===== config.mk =====
export PLATFORM = sky130hd
export DESIGN_NAME = pi_input_vc_buffer_flat
export DESIGN_NICKNAME = d
export VERILOG_FILES = /design/src/rtl/common_pkg.sv /design/src/rtl/pi_input_vc_buffer_if.sv /design/src/rtl/pi_input_vc_buffer.sv /design/src/flat_wrapper.sv
export SDC_FILE = /design/constraint.sdc
export NUM_CORES = 1
export LEC_CHECK = 0
export CAP_MARGIN = 20
export CORE_ASPECT_RATIO = 2
export CORE_MARGIN = 3
export CORE_UTILIZATION = 56
export CTS_BUF_LIST = sky130_fd_sc_hd__clkbuf_16
export CTS_CLUSTER_SIZE = 12
export DETAILED_ROUTE_END_ITERATION = 16
export GPL_TIMING_DRIVEN = 0
export HOLD_SLACK_MARGIN = 0.05
export PLACE_DENSITY = 0.79
export SYNTH_ARGS = -nofsm -noshare
export SYNTH_HDL_FRONTEND = slang
export SYNTH_SLANG_ARGS = --single-unit

===== constraint.sdc =====
create_clock -name clk -period 3.4 [get_ports clk]
set_clock_uncertainty 0.2 [all_clocks]
set_input_delay 0.51 -clock clk [delete_from_list [all_inputs] [get_ports clk]]
set_output_delay 0.51 -clock clk [all_outputs]
set_load 0.01 [all_outputs]

===== src/rtl/common_pkg.sv =====
// Shared widths used across the pi switch fabric.
package common_pkg;

  parameter int unsigned DEFAULT_A_W = 8;
  parameter int unsigned DEFAULT_D_W = 16;

endpackage : common_pkg


===== src/rtl/pi_input_vc_buffer_if.sv =====
// Upstream push / downstream switch-mux bundle for one pi switch input direction.
interface pi_input_vc_buffer_if #(
  parameter int unsigned A_W   = common_pkg::DEFAULT_A_W,
  parameter int unsigned D_W   = common_pkg::DEFAULT_D_W,
  parameter int unsigned DEPTH = 4
);

  localparam int unsigned W  = A_W + D_W + 1;
  localparam int unsigned CW = $clog2(DEPTH) + 1;

  logic [W-1:0]         i_packet;
  logic                 i_vc;
  logic                 i_valid;
  logic [1:0]           o_ready_vc;
  logic [1:0][W-1:0]    o_vc_packet;
  logic [1:0]           o_vc_valid;
  logic                 o_which_vc;
  logic                 o_valid;
  logic                 i_grant;
  logic [1:0][CW-1:0]   o_count_vc;

  // Producer side: upstream link plus the switch grant.
  modport master (
    output i_packet, i_vc, i_valid, i_grant,
    input  o_ready_vc, o_vc_packet, o_vc_valid, o_which_vc, o_valid, o_count_vc
  );

  // Buffer side.
  modport slave (
    input  i_packet, i_vc, i_valid, i_grant,
    output o_ready_vc, o_vc_packet, o_vc_valid, o_which_vc, o_valid, o_count_vc
  );

endinterface : pi_input_vc_buffer_if


===== src/rtl/pi_input_vc_buffer.sv =====
// Two-VC input buffer: one FIFO per VC, round-robin head selection, pop on grant.
module pi_input_vc_buffer #(
  parameter int unsigned A_W   = common_pkg::DEFAULT_A_W,
  parameter int unsigned D_W   = common_pkg::DEFAULT_D_W,
  parameter int unsigned DEPTH = 4
) (
  input  logic                  clk,
  input  logic                  rst_n,
  pi_input_vc_buffer_if.slave   bus
);

  localparam int unsigned W  = A_W + D_W + 1;
  localparam int unsigned PW = $clog2(DEPTH);
  localparam int unsigned CW = PW + 1;

  logic [W-1:0]        mem [2][DEPTH];
  logic [1:0][PW-1:0]  wr_ptr;
  logic [1:0][PW-1:0]  rd_ptr;
  logic [1:0][CW-1:0]  count;
  logic                last_served;

  logic [1:0]          ready_c;
  logic [1:0]          nonempty_c;
  logic                which_c;
  logic                sel_valid_c;
  logic [1:0]          push_vc_c;
  logic [1:0]          pop_vc_c;
  logic [1:0][W-1:0]   head_c;

  // Per-VC status and heads, derived only from registered state.
  always_comb begin
    ready_c    = '0;
    nonempty_c = '0;
    head_c     = '0;
    for (int v = 0; v < 2; v++) begin
      ready_c[v]    = (count[v] != CW'(DEPTH));
      nonempty_c[v] = (count[v] != CW'(0));
      if (nonempty_c[v]) head_c[v] = mem[v][rd_ptr[v]];
    end
  end

  // Round-robin pick: alternate when both hold data, else take the one that does.
  always_comb begin
    which_c = ~last_served;
    if (nonempty_c == 2'b01)      which_c = 1'b0;
    else if (nonempty_c == 2'b10) which_c = 1'b1;
    sel_valid_c = which_c ? nonempty_c[1] : nonempty_c[0];
  end

  // Transfer qualification; a full VC refuses a push even while being popped.
  always_comb begin
    push_vc_c = '0;
    pop_vc_c  = '0;
    if (bus.i_valid && ready_c[bus.i_vc]) push_vc_c[bus.i_vc] = 1'b1;
    if (bus.i_grant && sel_valid_c)       pop_vc_c[which_c]   = 1'b1;
  end

  // Pointer, occupancy and arbitration history state.
  always_ff @(posedge clk or negedge rst_n) begin
    if (!rst_n) begin
      wr_ptr      <= '0;
      rd_ptr      <= '0;
      count       <= '0;
      last_served <= 1'b1;
    end else begin
      for (int v = 0; v < 2; v++) begin
        if (push_vc_c[v]) wr_ptr[v] <= wr_ptr[v] + PW'(1);
        if (pop_vc_c[v])  rd_ptr[v] <= rd_ptr[v] + PW'(1);
        case ({push_vc_c[v], pop_vc_c[v]})
          2'b10:   count[v] <= count[v] + CW'(1);
          2'b01:   count[v] <= count[v] - CW'(1);
          default: count[v] <= count[v];
        endcase
      end
      if (bus.i_grant && sel_valid_c) last_served <= which_c;
    end
  end

  // Storage; contents are masked by occupancy so no reset is needed.
  always_ff @(posedge clk) begin
    for (int v = 0; v < 2; v++) begin
      if (push_vc_c[v]) mem[v][wr_ptr[v]] <= bus.i_packet;
    end
  end

  assign bus.o_ready_vc  = ready_c;
  assign bus.o_vc_valid  = nonempty_c;
  assign bus.o_vc_packet = head_c;
  assign bus.o_which_vc  = which_c;
  assign bus.o_valid     = sel_valid_c;
  assign bus.o_count_vc  = count;

endmodule : pi_input_vc_buffer


===== src/flat_wrapper.sv =====
// flat-port wrapper written by rule: the top's interface ports become plain ports
module pi_input_vc_buffer_flat 
#(
  parameter int unsigned A_W   = common_pkg::DEFAULT_A_W,
  parameter int unsigned D_W   = common_pkg::DEFAULT_D_W,
  parameter int unsigned DEPTH = 4
)
  (clk, rst_n, bus_i_packet, bus_i_vc, bus_i_valid, bus_i_grant, bus_o_ready_vc, bus_o_vc_packet, bus_o_vc_valid, bus_o_which_vc, bus_o_valid, bus_o_count_vc);
  pi_input_vc_buffer_if #(.A_W(A_W), .D_W(D_W), .DEPTH(DEPTH)) bus_i ();
  input  logic clk;
  input  logic rst_n;
  input wire logic [$bits(bus_i.i_packet)-1:0] bus_i_packet;
  input wire logic [$bits(bus_i.i_vc)-1:0] bus_i_vc;
  input wire logic [$bits(bus_i.i_valid)-1:0] bus_i_valid;
  input wire logic [$bits(bus_i.i_grant)-1:0] bus_i_grant;
  output wire logic [$bits(bus_i.o_ready_vc)-1:0] bus_o_ready_vc;
  output wire logic [$bits(bus_i.o_vc_packet)-1:0] bus_o_vc_packet;
  output wire logic [$bits(bus_i.o_vc_valid)-1:0] bus_o_vc_valid;
  output wire logic [$bits(bus_i.o_which_vc)-1:0] bus_o_which_vc;
  output wire logic [$bits(bus_i.o_valid)-1:0] bus_o_valid;
  output wire logic [$bits(bus_i.o_count_vc)-1:0] bus_o_count_vc;
  assign bus_i.i_packet = bus_i_packet;
  assign bus_i.i_vc = bus_i_vc;
  assign bus_i.i_valid = bus_i_valid;
  assign bus_i.i_grant = bus_i_grant;
  assign bus_o_ready_vc = bus_i.o_ready_vc;
  assign bus_o_vc_packet = bus_i.o_vc_packet;
  assign bus_o_vc_valid = bus_i.o_vc_valid;
  assign bus_o_which_vc = bus_i.o_which_vc;
  assign bus_o_valid = bus_i.o_valid;
  assign bus_o_count_vc = bus_i.o_count_vc;
  pi_input_vc_buffer #(.A_W(A_W), .D_W(D_W), .DEPTH(DEPTH)) u_core (.clk(clk), .rst_n(rst_n), .bus(bus_i));
endmodule

==> results of run 1 <==
==> power groups by stage <==
stage / Clock (mW) / Sequential [mW] / Combinational (mW)
after floorplan: 0 / 3.45 / 1.92
after global placement: 0 / 3.45 / 3.39
after CTS: 2.05 / 3.44 / 3.55
final: 2.02 / 3.43 / 3.48
after global routing: 2.15 / 3.47 / 3.74
after detailed placement: 0 / 3.48 / 3.51
==> critical path: cells and delay by family (launching register included) <==
kind                   cells  cell delay, ns
buffers and inverters      3            1.09
muxes                      1            0.53
DFF                        1            0.31
and+or+nand+nor            1            0.19
==> stage by stage <==
stage	total power, mW	hold slack, ns	util, %
finish	8.94	0.219	69.8
global route	9.37	0.275	69.8
CTS	9.03	0.234	69.8
detailed placement	6.99	0.320	65.7
global placement	6.84	0.308	65.0
floorplan	5.37	0.0144	-
==> placed cells by master, fill, tap and decap left out, drive strengths merged <==
cell type and count:
o31ai 2, mux2 2, xnor2 7, and3b 1
o21bai 1, or3b 1, ha 10, a21oi 2
nand2 4, fa 2, xor2 5, or2 1
inv 33, maj3 1, clkbuf 28, o21ai 2
diode 1, mux4 50, buf 14, a211oi 1
mux2i 1, dfrtp 14, and2 58, nor3 1
or3 1, o2111ai 1, dfstp 1, edfxtp 200
clkdlybuf4s50 91, nor2 3
==> path summary, 6_finish.rpt <==
path | slack [ns] | start | endpoint | cells past startpoint
worst min register to register | 0.33 | u_core.last_served | u_core.last_served | 2
worst max-delay path | 0.07 | u_core.rd_ptr[0] | bus_o_vc_packet[22] | 5
min in group clk | 0.33 | u_core.last_served | u_core.last_served | 2
worst min-delay path | 0.22 | rst_n | u_core.wr_ptr[1] | 1
max in group asynchronous | 2.35 | rst_n | u_core.bus.o_count_vc[3] | 1
worst max register to register | 0.53 | u_core.bus.o_count_vc[0] | u_core.bus.o_count_vc[5] | 9
==> registers in the layout, summed over array words and instances, names as in the netlist <==
register,count
u_core.last_served,1
u_core.rd_ptr,4
u_core.bus.o_count_vc,6
u_core.wr_ptr,4
u_core.mem,200
==> logic make-up after synthesis <==
family	count (synthesis)	synth area share, %
flip-flops	215	75.3
multiplexers	53	13.7
XOR/XNOR	12	1.24
adder cells (fa/ha/maj)	13	2.07
AND/OR/NAND/NOR	70	5.12
buffers and inverters	34	1.87
AO/OA/AOI/OAI	9	0.694
==> routing by layer <==
| layer | vias up | global-route usage, % | wire length (um) |
|---|---|---|---|
| li1 | 1830 | - | - |
| met2 | 177 | 38.7 | 9530 |
| met5 | - | 0 | 0 |
| met1 | 2213 | 25.8 | 6020 |
| met4 | 0 | 9.63 | 714 |
| met3 | 48 | 3.06 | 987 |
==> cell type report <==
type,instances,area [um^2]
plain buffers,17,100
diodes,1,2.50
clock inverters,17,68.8
repair buffers,95,1020
inverters,16,60.1
fillers,978,4470
well taps,195,244
clock buffers,21,526
flip-flops and latches,215,6380
multi-input cells,157,1940
==> repair_timing <==
item	in CTS	in global routing
gates resized for setup	2	3
setup endpoints to repair	25	37
endpoints found under the hold margin	0	0
==> out/results.ini, run 1 <==
[outcome]
status=finished, final reports clean

[power]
pwr-share-comb_pct=39.0
switching_share_pct=29.6
p_clk_share_pct=22.6
internal_power_mw=6.29
p_switching_mw=2.65
pwr-share-seq_pct=38.4
peakVddDrop_mv=0.539
powerDensity_nw_per_um2=864
p_leak_nw=3.53

[critical_path]
cp.required_ns=2.69
slowest_stage=mux4_2
path_class=register to output pin
cpPeakStageDelay_ns=0.53
cp_cell_sequence=buf_2, buf_4, mux4_2, and2_1, clkdlybuf4s50_1
cp-end-kind=output pin
worstPathMaxFanout=10
critPathArrivalTime_ns=2.62
start_kind=register

[finish]
finalNetCount=565
instances_no_fill=734
stdcell_area_um2=10300
area_delta_synth_final_pct=22.0
final_layout_size_suffix_gt1_share_pct=18.6

[job]
drv_cap=0

[drt]
num_vias=4268
avgRoutedWirePerCell_um=23.5
drtPass1Iterations=4
drt_wl_total_mm=17.3
viasPerCell=5.81
antenna_left=0
drtIter0Drc=310
drc=0

[synthesis]
synth_commonest_cells=edfxtp_1, and2_1, mux4_2
syn-num-nets=448
yosysTopAreaCellShare_pct=70.8
synth_area_per_cell_um2=20.9
yosys.area.top_type=edfxtp_1
yosysMostFrequentCell=edfxtp_1
yosysUniqueCellTypes=33
synthTopCellsByArea=edfxtp_1, mux4_2, dfrtp_1
async_flop_share_pct=6.98
synthCells=406
ys.flop_type=edfxtp_1
ys_ff_latch=215
synth_edf_count=200
syn_area_um2=8480
ys_warn_count=0
seq_area_frac_synth_pct=75.3

[floorplan]
start_util_pct=57.2
rows=63
dieArea_um2=16700
num_io_pins=92
die_h_um=180
die_w_um=93.0
core_um2=14800

[timing]
max_slew_margin_pct=47.1
final.setup.worst_slack_ns=0.0709
finalCritPeriodShare_pct=97.9
setup_viol=0
hold_viol_final=0
period_minus_slack_ns=3.33
rsz0062_at_grt=true
fmax_mhz=300
slew_viol_final=0
worstMarginPinSlew_ns=0.793
setup_tns_ns=0

[grt]
grt_pass1_wl_mm=26.9
grt_antenna_before_repair=1
grt_overflow=0
gr-usage-all-layers_pct=21.7
grt_max_degree=26
grt_pass1_vias=4614

[placement]
place_hpwl_mm=10.9
dp_cells=696
dp_slack_ns=0.418
placed_cell_area_um2=9740
portBuffers=91
routabilityCongestion=0.704

[hold_path]
hp-class=input pin to asynchronous set/reset pin

[clock_tree]
cts_made_buffers=21
clkLatencyLatePin_ns=0.49
htree_levels=1
cts_tree=yes
path_clk_slew_ns=0.06
clkSinkCount=215
hold_buffers=0
ctsLongestPathBuffers=3
root_buffer=clkbuf_16
post-cts-setup-buffers=0

(Power assumes the default switching activity.)
==> run 2, diff against run 1 <==
- SLEW_MARGIN: unset -> 20
==> out/results.ini, run 2 (synthesis gave the netlist of run 1 again) <==
[grt]
gr-usage-all-layers_pct=21.6
grt_max_degree=26
grt_pass1_vias=4512
grt_antenna_before_repair=0
grt_overflow=0
grt_pass1_wl_mm=26.7

[finish]
stdcell_area_um2=10200
area_delta_synth_final_pct=20.7
final_layout_size_suffix_gt1_share_pct=18.8
layout_common_cells=edfxtp_1, clkdlybuf4s50_1, mux4_2, and2_1, inv_1
finalNetCount=561
largest_register_ffs=200
fill_cells=993
layout_commonest_cell=edfxtp_1
antennaDiodeCount=0

[timing]
setup_viol=0
fmax_mhz=304
hold_viol_final=0
period_minus_slack_ns=3.28
max_slew_margin_pct=45.9
worstMarginPinSlew_ns=0.811
whs_ns=0.237
rsz0062_at_grt=false
finalCritPeriodShare_pct=96.6
setup_tns_ns=0
slew_viol_final=0

[drt]
antenna_left=0
drt_wl_total_mm=17.1
drc=0
viasPerCell=5.68
drtPass1Iterations=6
drtIter0Drc=255
num_vias=4137
avgRoutedWirePerCell_um=23.5

[critical_path]
cp.required_ns=2.69
worstPathMaxFanout=10
critPathArrivalTime_ns=2.57
cp_cell_sequence=or3_4, clkbuf_2, maj3_1, inv_1, clkdlybuf4s50_1
path_class=register to output pin
slowest_stage=clkdlybuf4s50_1
cpPeakStageDelay_ns=0.53
start_kind=register
cp-end-kind=output pin

[floorplan]
num_io_pins=92
dieArea_um2=16700
core_um2=14800
die_w_um=93.0
die_h_um=180
rows=63
start_util_pct=57.2

[placement]
portBuffers=91
place_hpwl_mm=10.5
placed_cell_area_um2=9640
routabilityCongestion=0.704

[clock_tree]
htree_levels=1
cts_tree=yes
clkSinkCount=215
hold_buffers=0
root_buffer=clkbuf_16
ctsLongestPathBuffers=3
path_clk_slew_ns=0.06
post-cts-setup-buffers=0
ctsResizeCount=2
cts_made_buffers=21
clkLatencyLatePin_ns=0.48

[job]
drv_cap=0

[power]
p_leak_nw=3.49
powerDensity_nw_per_um2=866
peakVddDrop_mv=0.562

[outcome]
status=finished, final reports clean

[hold_path]
hp-class=input pin to asynchronous set/reset pin

==> run 2: changes by cell type in the layout (fill, tap and decap cells not counted), sizes merged <==
| cell | previous run | this run |
|---|---|---|
| buf | 14 | 9 |
| clkbuf | 28 | 29 |
| diode | 1 | 0 |
| inv | 33 | 32 |
==> run 2: final cells by class <==
| class | instances | area, um^2 | area share, % |
|---|---|---|---|
| Clock inverter | 16 | 60.1 | 0.587 |
| Timing Repair Buffer | 91 | 911 | 8.90 |
| Clock buffer | 21 | 526 | 5.14 |
| Multi-Input combinational cell | 157 | 1950 | 19.0 |
| Buffer | 17 | 104 | 1.01 |
| Tap cell | 195 | 244 | 2.38 |
| Inverter | 16 | 60.1 | 0.587 |
| Sequential cell | 215 | 6380 | 62.4 |
==> run 2: routing by layer <==
layer / vias to the layer above / wire length (um) / global-route usage, %
met5: - / 0 / 0
met4: 0 / 477 / 8.16
met3: 36 / 928 / 2.72
met2: 153 / 9750 / 39.0
met1: 2134 / 5940 / 26.2
li1: 1814 / - / -
==> run 2: path summary, 6_finish.rpt <==
kind,startpoint,end,slack (ns),cells past startpoint
min in group clk,u_core.last_served,u_core.last_served,0.33,2
max in group asynchronous,rst_n,u_core.wr_ptr[3],2.34,1
worst max-delay path,u_core.bus.o_count_vc[0],bus_o_which_vc,0.12,5
worst min register to register,u_core.last_served,u_core.last_served,0.33,2
worst max register to register,u_core.bus.o_count_vc[0],u_core.bus.o_count_vc[5],0.57,9
worst min-delay path,rst_n,u_core.wr_ptr[1],0.24,1
==> run 2: metrics by stage <==
step	std cells	setup slack [ns]	total power, mW	utilization, %
floorplan	406	0.907	5.37	-
global placement	692	0.189	6.84	65.0
detailed placement	692	0.405	6.96	65.0
CTS	728	0.00426	8.95	69.0
global route	728	0.0129	9.29	69.0
finish	728	0.116	8.86	69.0
==> run 2: critical path: cells and delay by family, from the launching register on <==
family | cells | cell delay (ns)
and+or+nand+nor | 1 | 0.43
DFF | 1 | 0.45
adders and majority gates | 1 | 0.39
buffers and inverters | 3 | 0.82
==> run 2: power breakdown <==
group | switching [mW] | internal (mW) | total (mW)
logic | 1.56 | 1.87 | 3.43
registers | 0.163 | 3.28 | 3.44
clock network | 0.881 | 1.11 | 1.99
==> run 3, diff against run 2 <==
- PLACE_DENSITY: 0.79 -> 0.78
==> out/results.ini, run 3 (synthesis gave the netlist of run 1 again) <==
[finish]
seq_area_um2=6380
multi_input_area_um2=1950
area_delta_synth_final_pct=21.5
fill_cells=986
final_util_pct=69.5
largest_register_ffs=200
instances_no_fill=730
finalNetCount=563
layout_common_cells=edfxtp_1, clkdlybuf4s50_1, mux4_2, and2_1, inv_1
final_layout_size_suffix_gt1_share_pct=18.9
layout_commonest_cell=edfxtp_1
antennaDiodeCount=0

[grt]
gr-usage-all-layers_pct=21.3
grt_max_degree=26
grt_pass1_vias=4627
grt_antenna_before_repair=0
grt_overflow=0
grt_pass1_wl_mm=26.5

[floorplan]
rows=63
start_util_pct=57.2
core_um2=14800
die_h_um=180
die_w_um=93.0
dieArea_um2=16700
num_io_pins=92

[power]
switching_share_pct=29.4
pwr-share-seq_pct=38.5
p_clk_share_pct=22.4
p_switching_mw=2.62
p_leak_nw=3.51
peakVddDrop_mv=0.752
pwr-share-comb_pct=39.0
powerDensity_nw_per_um2=865
internal_power_mw=6.29

[timing]
rsz0062_at_grt=false
slew_viol_final=0
setup_tns_ns=0
fmax_mhz=305
finalCritPeriodShare_pct=96.5
max_slew_margin_pct=47.2
worstMarginPinSlew_ns=0.792
hold_viol_final=0
setup_viol=0
period_minus_slack_ns=3.28

[critical_path]
worst-path-buf-inv=3
path_class=register to output pin
cp_cell_sequence=or3_4, clkbuf_2, maj3_1, inv_1, clkdlybuf4s50_1
critPathArrivalTime_ns=2.57
cp_top_family=buffers and inverters
r2r_start=u_core.bus.o_count_vc[0]
regToRegSetupSlack_ns=0.53
slowest_stage=clkdlybuf4s50_1
start_kind=register
reg2reg_to=u_core.bus.o_count_vc[5]
cp.required_ns=2.69
r2r_cells=9
cp-end-kind=output pin
cpPeakStageDelay_ns=0.54
worstPathMaxFanout=10

[placement]
place_hpwl_mm=10.9
portBuffers=91
dp_cells=694
routabilityCongestion=0.699

[clock_tree]
cts_tree=yes
hold_buffers=0
clkSinkCount=215
htree_levels=1
ctsLongestPathBuffers=3
root_buffer=clkbuf_16
path_clk_slew_ns=0.06
cts_made_buffers=21
clkLatencyLatePin_ns=0.49

[drt]
drtIter0Drc=237
drtPass1Iterations=4
drt_wl_total_mm=16.9
num_vias=4202
viasPerCell=5.76
drc=0
avgRoutedWirePerCell_um=23.1
antenna_left=0

[outcome]
status=finished, final reports clean

[hold_path]
hp-class=input pin to asynchronous set/reset pin

[job]
drv_cap=0

run 3: worst max path at each step:
stage | start | cells past startpoint | slack, ns | to
6_report | u_core.bus.o_count_vc[0] | 5 | 0.12 | bus_o_which_vc
5_1_grt | u_core.rd_ptr[2] | 5 | 0.02 | bus_o_vc_packet[37]
3_5_place_dp | u_core.rd_ptr[1] | 5 | 0.43 | bus_o_vc_packet[15]
3_3_place_gp | bus_i_valid | 4 | 0.16 | u_core.mem[0][185]
4_1_cts | u_core.rd_ptr[2] | 5 | 0.009 | bus_o_vc_packet[37]
2_1_floorplan | u_core.bus.o_count_vc[1] | 9 | 0.91 | u_core.bus.o_count_vc[5]
run 3: power by group through the flow:
| stage | Clock, mW | Combinational [mW] | Sequential, mW |
|---|---|---|---|
| floorplan | 0 | 1.92 | 3.45 |
| global placement | 0 | 3.39 | 3.45 |
| detailed placement | 0 | 3.51 | 3.48 |
| CTS | 2.03 | 3.54 | 3.43 |
| global route | 2.13 | 3.75 | 3.46 |
| finish | 2.00 | 3.48 | 3.43 |
run 3: area by class of cell:
type | count | area share, %
clock buffer | 21 | 5.10
sequential | 215 | 62.0
multi-input combinational | 157 | 18.9
buffer | 17 | 1.09
clock inverter | 16 | 0.583
tap | 195 | 2.37
timing repair buffer | 93 | 9.38
inverter | 16 | 0.583
run 3: timing repair:
item                                    in CTS  in global routing
gates resized for setup                      3                  6
setup buffers                                0                  0
hold endpoints to repair                     0                  0
endpoints found under the setup margin      28                 23
run 3: worst register-to-register path, cell delays in order (launching register included):
cell,delay (ns)
dfrtp_1,0.46
or3_4,0.43
clkbuf_2,0.22
a21oi_1,0.33
ha_1,0.26
inv_1,0.07
fa_1,0.38
xor2_1,0.15
nor2_1,0.12
xor2_1,0.17
run 3: metal layers:
metal,share of wire [%],up-vias,track usage [%]
met3,5.5,28,3.27
li1,-,1819,-
met4,2.2,0,6.05
met5,0,-,0.926
met2,58,150,40.0
met1,34,2205,24.5
run 3: metrics by stage:
step / setup WS (ns) / power (mW) / area, um^2 / hold slack, ns
2_1_floorplan: 0.907 / 5.37 / 8480 / 0.0144
3_3_place_gp: 0.162 / 6.84 / 9630 / 0.307
3_5_place_dp: 0.426 / 6.99 / 9690 / 0.318
4_1_cts: 0.00949 / 9.00 / 10300 / 0.258
5_1_grt: 0.0155 / 9.34 / 10300 / 0.281
6_report: 0.118 / 8.91 / 10300 / 0.255
